==> config.mk <==
export PLATFORM = sky130hd
export DESIGN_NAME = sram_arbiter
export DESIGN_NICKNAME = d
export VERILOG_FILES = /design/src/rtl/sram_arbiter_pkg.sv /design/src/rtl/sram_arbiter_pick.sv /design/src/rtl/sram_arbiter.sv
export SDC_FILE = /design/constraint.sdc
export NUM_CORES = 1
export LEC_CHECK = 0
export BUFFER_PORTS_ARGS = -buffer_cell sky130_fd_sc_hd__buf_2
export CAP_MARGIN = 5
export CORE_UTILIZATION = 45
export CTS_BUF_LIST = sky130_fd_sc_hd__clkbuf_4
export DETAILED_ROUTE_END_ITERATION = 8
export GPL_TIMING_DRIVEN = 0
export PLACE_DENSITY_LB_ADDON = 0.05
export SETUP_SLACK_MARGIN = 0.15
export SLEW_MARGIN = 0
export SYNTH_ARGS = -nofsm -noshare
export SYNTH_HDL_FRONTEND = slang
export SYNTH_SLANG_ARGS = --single-unit
==> constraint.sdc <==
create_clock -name clk -period 2.4 [get_ports clk]
set_input_delay 0.24 -clock clk [delete_from_list [all_inputs] [get_ports clk]]
set_output_delay 0.24 -clock clk [all_outputs]
set_load 0.02 [all_outputs]
==> src/rtl/sram_arbiter_pkg.sv <==
// Shared types and constants for the two-port SRAM arbiter and its winner-select helper.
package sram_arbiter_pkg;

    typedef enum logic [1:0] {
        IDLE    = 2'd0,
        ACCESS  = 2'd1,
        RECOVER = 2'd2
    } state_t;

    typedef enum logic {
        PORT_A = 1'b0,
        PORT_B = 1'b1
    } port_t;

    localparam int DEFAULT_ACCESS_CYCLES = 2;
    localparam int CNT_W                 = 3;

endpackage

==> src/rtl/sram_arbiter_pick.sv <==
// Combinational winner selection: A by default, B when alone or when A won the previous grant.
module sram_arbiter_pick
    import sram_arbiter_pkg::*;
(
    input  logic  a_req,
    input  logic  b_req,
    input  port_t prev_grant,
    output logic  any_req,
    output port_t winner
);

    always_comb begin
        any_req = a_req | b_req;
        if (b_req && (!a_req || prev_grant == PORT_A)) begin
            winner = PORT_B;
        end else begin
            winner = PORT_A;
        end
    end

endmodule

==> src/rtl/sram_arbiter.sv <==
// Two-port arbiter and strobe sequencer for the external 16-bit asynchronous SRAM.
// Optional byte-lane strobes (a_be/b_be, UB/LB) are built when SRAM_ARBITER_BYTE_LANES_EN is defined.
module sram_arbiter
    import sram_arbiter_pkg::*;
#(
    parameter int ACCESS_CYCLES = DEFAULT_ACCESS_CYCLES
) (
    input  logic        clk,
    input  logic        reset,
    input  logic        a_req,
    input  logic        a_we,
    input  logic [17:0] a_addr,
    input  logic [15:0] a_wdata,
    output logic        a_ack,
    output logic [15:0] a_rdata,
    input  logic        b_req,
    input  logic        b_we,
    input  logic [17:0] b_addr,
    input  logic [15:0] b_wdata,
    output logic        b_ack,
    output logic [15:0] b_rdata,
    output logic [17:0] address_pins,
    output logic [15:0] data_pins_out,
    output logic        data_pins_out_en,
    input  logic [15:0] data_pins_in,
    output logic        CS,
    output logic        OE,
    output logic        WE,
`ifdef SRAM_ARBITER_BYTE_LANES_EN
    input  logic [1:0]  a_be,
    input  logic [1:0]  b_be,
    output logic        UB,
    output logic        LB,
`endif
    output logic        busy,
    output logic        grant_b
);

    state_t             state_q, state_d;
    logic [CNT_W-1:0]   cnt_q, cnt_d;
    port_t              prev_q, prev_d;
    logic               grant_b_q, grant_b_d;
    logic               write_q, write_d;
    logic [17:0]        addr_q, addr_d;
    logic [15:0]        wdata_q, wdata_d;
    logic               dout_en_q, dout_en_d;
    logic               cs_n_q, cs_n_d;
    logic               oe_n_q, oe_n_d;
    logic               we_n_q, we_n_d;
    logic               a_ack_q, a_ack_d;
    logic               b_ack_q, b_ack_d;
    logic [15:0]        a_rdata_q, a_rdata_d;
    logic [15:0]        b_rdata_q, b_rdata_d;
    logic               busy_q, busy_d;
`ifdef SRAM_ARBITER_BYTE_LANES_EN
    logic               ub_n_q, ub_n_d;
    logic               lb_n_q, lb_n_d;
    logic [1:0]         sel_be;
`endif

    logic  any_req;
    port_t winner;
    logic  sel_write;

    sram_arbiter_pick u_pick (
        .a_req      (a_req),
        .b_req      (b_req),
        .prev_grant (prev_q),
        .any_req    (any_req),
        .winner     (winner)
    );

    always_comb begin
        // NOTE: every _d starts from its _q (or idle value), so no branch below can infer a latch.
        state_d   = state_q;
        cnt_d     = cnt_q;
        prev_d    = prev_q;
        grant_b_d = grant_b_q;
        write_d   = write_q;
        addr_d    = addr_q;
        wdata_d   = wdata_q;
        dout_en_d = dout_en_q;
        cs_n_d    = cs_n_q;
        oe_n_d    = oe_n_q;
        we_n_d    = we_n_q;
        a_ack_d   = 1'b0;
        b_ack_d   = 1'b0;
        a_rdata_d = a_rdata_q;
        b_rdata_d = b_rdata_q;
        busy_d    = busy_q;
        sel_write = (winner == PORT_B) ? b_we : a_we;
`ifdef SRAM_ARBITER_BYTE_LANES_EN
        ub_n_d    = ub_n_q;
        lb_n_d    = lb_n_q;
        sel_be    = (winner == PORT_B) ? b_be : a_be;
`endif

        case (state_q)
            IDLE: begin
                if (any_req) begin
                    state_d   = ACCESS;
                    cnt_d     = CNT_W'(ACCESS_CYCLES);
                    prev_d    = winner;
                    grant_b_d = (winner == PORT_B);
                    write_d   = sel_write;
                    addr_d    = (winner == PORT_B) ? b_addr  : a_addr;
                    wdata_d   = (winner == PORT_B) ? b_wdata : a_wdata;
                    cs_n_d    = 1'b0;
                    oe_n_d    = sel_write;
                    we_n_d    = !sel_write;
                    dout_en_d = sel_write;
                    busy_d    = 1'b1;
`ifdef SRAM_ARBITER_BYTE_LANES_EN
                    // Reads always enable both lanes; writes enable only the requested bytes.
                    ub_n_d    = sel_write ? !sel_be[1] : 1'b0;
                    lb_n_d    = sel_write ? !sel_be[0] : 1'b0;
`endif
                end
            end
            ACCESS: begin
                cnt_d = cnt_q - CNT_W'(1);
                if (cnt_q == CNT_W'(1)) begin
                    state_d = RECOVER;
                    cs_n_d  = 1'b1;
                    oe_n_d  = 1'b1;
                    we_n_d  = 1'b1;
`ifdef SRAM_ARBITER_BYTE_LANES_EN
                    ub_n_d  = 1'b1;
                    lb_n_d  = 1'b1;
`endif
                    if (!write_q) begin
                        if (grant_b_q) b_rdata_d = data_pins_in;
                        else           a_rdata_d = data_pins_in;
                    end
                    a_ack_d = !grant_b_q;
                    b_ack_d = grant_b_q;
                end
            end
            RECOVER: begin
                // Address and write data keep driving through this cycle for SRAM hold time.
                state_d   = IDLE;
                dout_en_d = 1'b0;
                busy_d    = 1'b0;
                grant_b_d = 1'b0;
            end
            default: begin
                state_d = IDLE;
            end
        endcase
    end

    // NOTE: sequential state uses non-blocking assignments so every flop samples pre-edge values.
    always_ff @(posedge clk or negedge reset) begin
        if (!reset) begin
            state_q   <= IDLE;
            cnt_q     <= '0;
            prev_q    <= PORT_B;
            grant_b_q <= 1'b0;
            write_q   <= 1'b0;
            addr_q    <= '0;
            wdata_q   <= '0;
            dout_en_q <= 1'b0;
            cs_n_q    <= 1'b1;
            oe_n_q    <= 1'b1;
            we_n_q    <= 1'b1;
            a_ack_q   <= 1'b0;
            b_ack_q   <= 1'b0;
            a_rdata_q <= '0;
            b_rdata_q <= '0;
            busy_q    <= 1'b0;
`ifdef SRAM_ARBITER_BYTE_LANES_EN
            ub_n_q    <= 1'b1;
            lb_n_q    <= 1'b1;
`endif
        end else begin
            state_q   <= state_d;
            cnt_q     <= cnt_d;
            prev_q    <= prev_d;
            grant_b_q <= grant_b_d;
            write_q   <= write_d;
            addr_q    <= addr_d;
            wdata_q   <= wdata_d;
            dout_en_q <= dout_en_d;
            cs_n_q    <= cs_n_d;
            oe_n_q    <= oe_n_d;
            we_n_q    <= we_n_d;
            a_ack_q   <= a_ack_d;
            b_ack_q   <= b_ack_d;
            a_rdata_q <= a_rdata_d;
            b_rdata_q <= b_rdata_d;
            busy_q    <= busy_d;
`ifdef SRAM_ARBITER_BYTE_LANES_EN
            ub_n_q    <= ub_n_d;
            lb_n_q    <= lb_n_d;
`endif
        end
    end

    assign a_ack            = a_ack_q;
    assign b_ack            = b_ack_q;
    assign a_rdata          = a_rdata_q;
    assign b_rdata          = b_rdata_q;
    assign address_pins     = addr_q;
    assign data_pins_out    = wdata_q;
    assign data_pins_out_en = dout_en_q;
    assign CS               = cs_n_q;
    assign OE               = oe_n_q;
    assign WE               = we_n_q;
    assign busy             = busy_q;
    assign grant_b          = grant_b_q;
`ifdef SRAM_ARBITER_BYTE_LANES_EN
    assign UB               = ub_n_q;
    assign LB               = lb_n_q;
`endif

endmodule

==> run metrics <==
DR vias approximately 2500; Non-Filler Cell Area, Final between 0.004 and 0.005 mm2; Hold Path End b_rdata[11]$_DFFE_PN0P_; HPWL after DPL 5750 um; Setup Buffers After CTS 0; Fillers between 600 and 700; n_diodes 0; Place WS about 0.54 ns; Final Net Count approximately 510; GRT Residual Overflow 0; hold depth 2; Post-synth EDFFs 0; worst clock skew 0.0167 ns; drt via density around 4.8; dominant synthesized flop cell dfrtp_1; Synth async-reset ratio 100%; pwr/cell area 1300 mW/mm2; area share of the largest cell type after synthesis 50.9%; CP Launch Type flip-flop; reg2reg setup slack between 0.5 and 0.6 ns; Post-Syn Area per Cell around 16 um2; Area after DPL between 0.004 and 0.005 mm2; synth top area cells dfrtp_1, mux2_4, mux2_2; GRT Util Overall ~18%; Clock H-tree levels 3; Port-buffer cells roughly 160; share of layout cells above drive strength 1 70.3%; row count 33; final hold viol count 0; DRT antenna net count 0; Hold Path Class in2reg; Detailed Routing Iterations Pass 1 4; Mapped Area ~0.0038 mm2; die height about 94 um; Initial Util 46.3%; CTS Buf Count 9; Synth Register Bits roughly 80; first-pass GRT wire length 12400 um; multi-input logic area around 0.0016 mm2; CP Capture Type flip-flop; FF-to-FF path depth 6; number of global-route vias before repair between 2000 and 3000; Worst R2R End a_rdata[10]$_DFFE_PN0P_; Setup WS post-layout roughly 0.53 ns; area grow syn2layout 30.2%; leakage power 2.52 nW; most common cell in the synthesized netlist dfrtp_1; routability congestion estimate about 0.74; cell taking the most area after synthesis dfrtp_1; Synth Net Count 330; Max FO, Critical Path 10; initial antenna violation count 0; Fmax roughly 530 MHz; worst vdd ir about 0.62 mV; FF/Latch Area approximately 0.0020 mm2; DRC Markers 0; pin count of the biggest net entering global routing 49; clk_lat worst skew about 0.39 ns; CP Data Required Time 2.67 ns; Initial DRC Count 25; reg2reg start cnt_q[0]$_DFFE_PN0P_; core box area about 0.0082 mm2; critical path class reg2reg; hold buffer count at CTS 1; TritonCTS clock tree yes; CTS Buffer Depth 2; Final period util 78.1%; critical path arrival 2.15 ns; routed wire length about 7700 um; Die ar. about 0.009 mm2; Worst-Margin Slew between 0.4 and 0.5 ns; Post-Synthesis Cells 238; RSZ-0062 raised after global routing no; Clock transition at path regs about 0.13 ns; Die X-Extent around 94 um; sequential area share after synthesis a little over half; clock sinks between 80 and 90; Routed wire per std cell 14.7 um; post-layout minimum cycle time around 1.9 ns; Setup TNS Final 0 ns; list of most frequent post-synthesis cells dfrtp_1, mux2_4, mux2_2, nor2_1, inv_1; yosys warns 0; Root Buffer clkbuf_4; Final Max Slew Viols 0; status complete, no violations; # setup viols final 0; HP Start data_pins_in[11]; post-cts resize count 0; Distinct cells, synth 34; relative slew slack 68.8%; Ports 164; max-cap violation count 0
## area by class of cell
cell class	count	share of cell area [%]
flip-flops and latches	81	41.2
repair buffers	165	17.4
well taps	105	2.66
clock inverters	5	1.65
clock buffers	10	1.52
plain buffers	13	2.31
inverters	6	0.457
multi-input cells	138	32.8
## cell families (layout without fill, tap and decap cells)
| group | after synthesis | in the layout | share of synthesized area, % |
|---|---|---|---|
| AOI/OAI and AO/OA | 12 | 12 | 2.25 |
| xor gates and xnor gates | 1 | 1 | 0.231 |
| adders and majority gates | 2 | 2 | 0.661 |
| buffers and inverters | 19 | 199 | 3.60 |
| DFF | 81 | 81 | 53.7 |
| muxes | 104 | 104 | 36.2 |
| and+or+nand+nor | 19 | 19 | 3.44 |
## registers in the layout, indices dropped and copies added (netlist names), 2 cells and up
register       cells
state_q            2
b_rdata           16
address_pins      18
data_pins_out     16
cnt_q              3
a_rdata           16
## critical path: stages (launching register included)
cell and delay, ns:
dfrtp_1 0.42, ha_1 0.22, and4bb_1 0.20, buf_4 0.17, nand2_2 0.16, buf_4 0.23
mux2_2 0.35
## power by group
| part | switching, mW | leakage [nW] | total (mW) | internal [mW] |
|---|---|---|---|---|
| combinational | 1.63 | 1.49 | 3.13 | 1.49 |
| sequential | 0.347 | 0.946 | 2.41 | 2.07 |
| clock | 0.440 | 0.0824 | 0.869 | 0.430 |
| total | 2.42 | 2.52 | 6.41 | 3.99 |
## layout by cell type (no fill, tap or decap), types with 4 or more instances in the layout
cell type,n
buf_2,163
dfrtp_1,77
mux2_4,54
mux2_2,42
clkbuf_4,10
nor2_1,7
inv_1,6
buf_4,6
mux2_1,5
dfstp_2,4
o21ai_0,4
## metrics by stage
step                      cells  hold slack [ns]  utilization [%]  power, mW
after floorplan             238          -0.0556                -       4.60
after global placement      506            0.468             57.9       5.53
after detailed placement    507            0.227             58.3       5.61
after CTS                   523           0.0183             60.3       6.50
after global routing        523           0.0373             60.3       6.83
final                       523           0.0583             60.3       6.41
## how the worst max path moves through the flow
stage | cells past startpoint | end | start
2_1_floorplan | 6 | a_rdata[10]$_DFFE_PN0P_ | cnt_q[0]$_DFFE_PN0P_
3_3_place_gp | 1 | a_rdata[3]$_DFFE_PN0P_ | reset
3_5_place_dp | 6 | a_rdata[8]$_DFFE_PN0P_ | cnt_q[0]$_DFFE_PN0P_
4_1_cts | 6 | a_rdata[10]$_DFFE_PN0P_ | cnt_q[0]$_DFFE_PN0P_
5_1_grt | 6 | a_rdata[10]$_DFFE_PN0P_ | cnt_q[0]$_DFFE_PN0P_
6_report | 6 | a_rdata[10]$_DFFE_PN0P_ | cnt_q[0]$_DFFE_PN0P_
## routing by layer
metal | wire length [um] | vias to the layer above | track usage [%]
met3 | 461 | 12 | 4.29
met5 | 0 | - | 0
li1 | - | 1196 | -
met2 | 3770 | 85 | 30.6
met1 | 3360 | 1234 | 23.3
met4 | 113 | 0 | 7.56
Power figures use the tool's default switching activity.
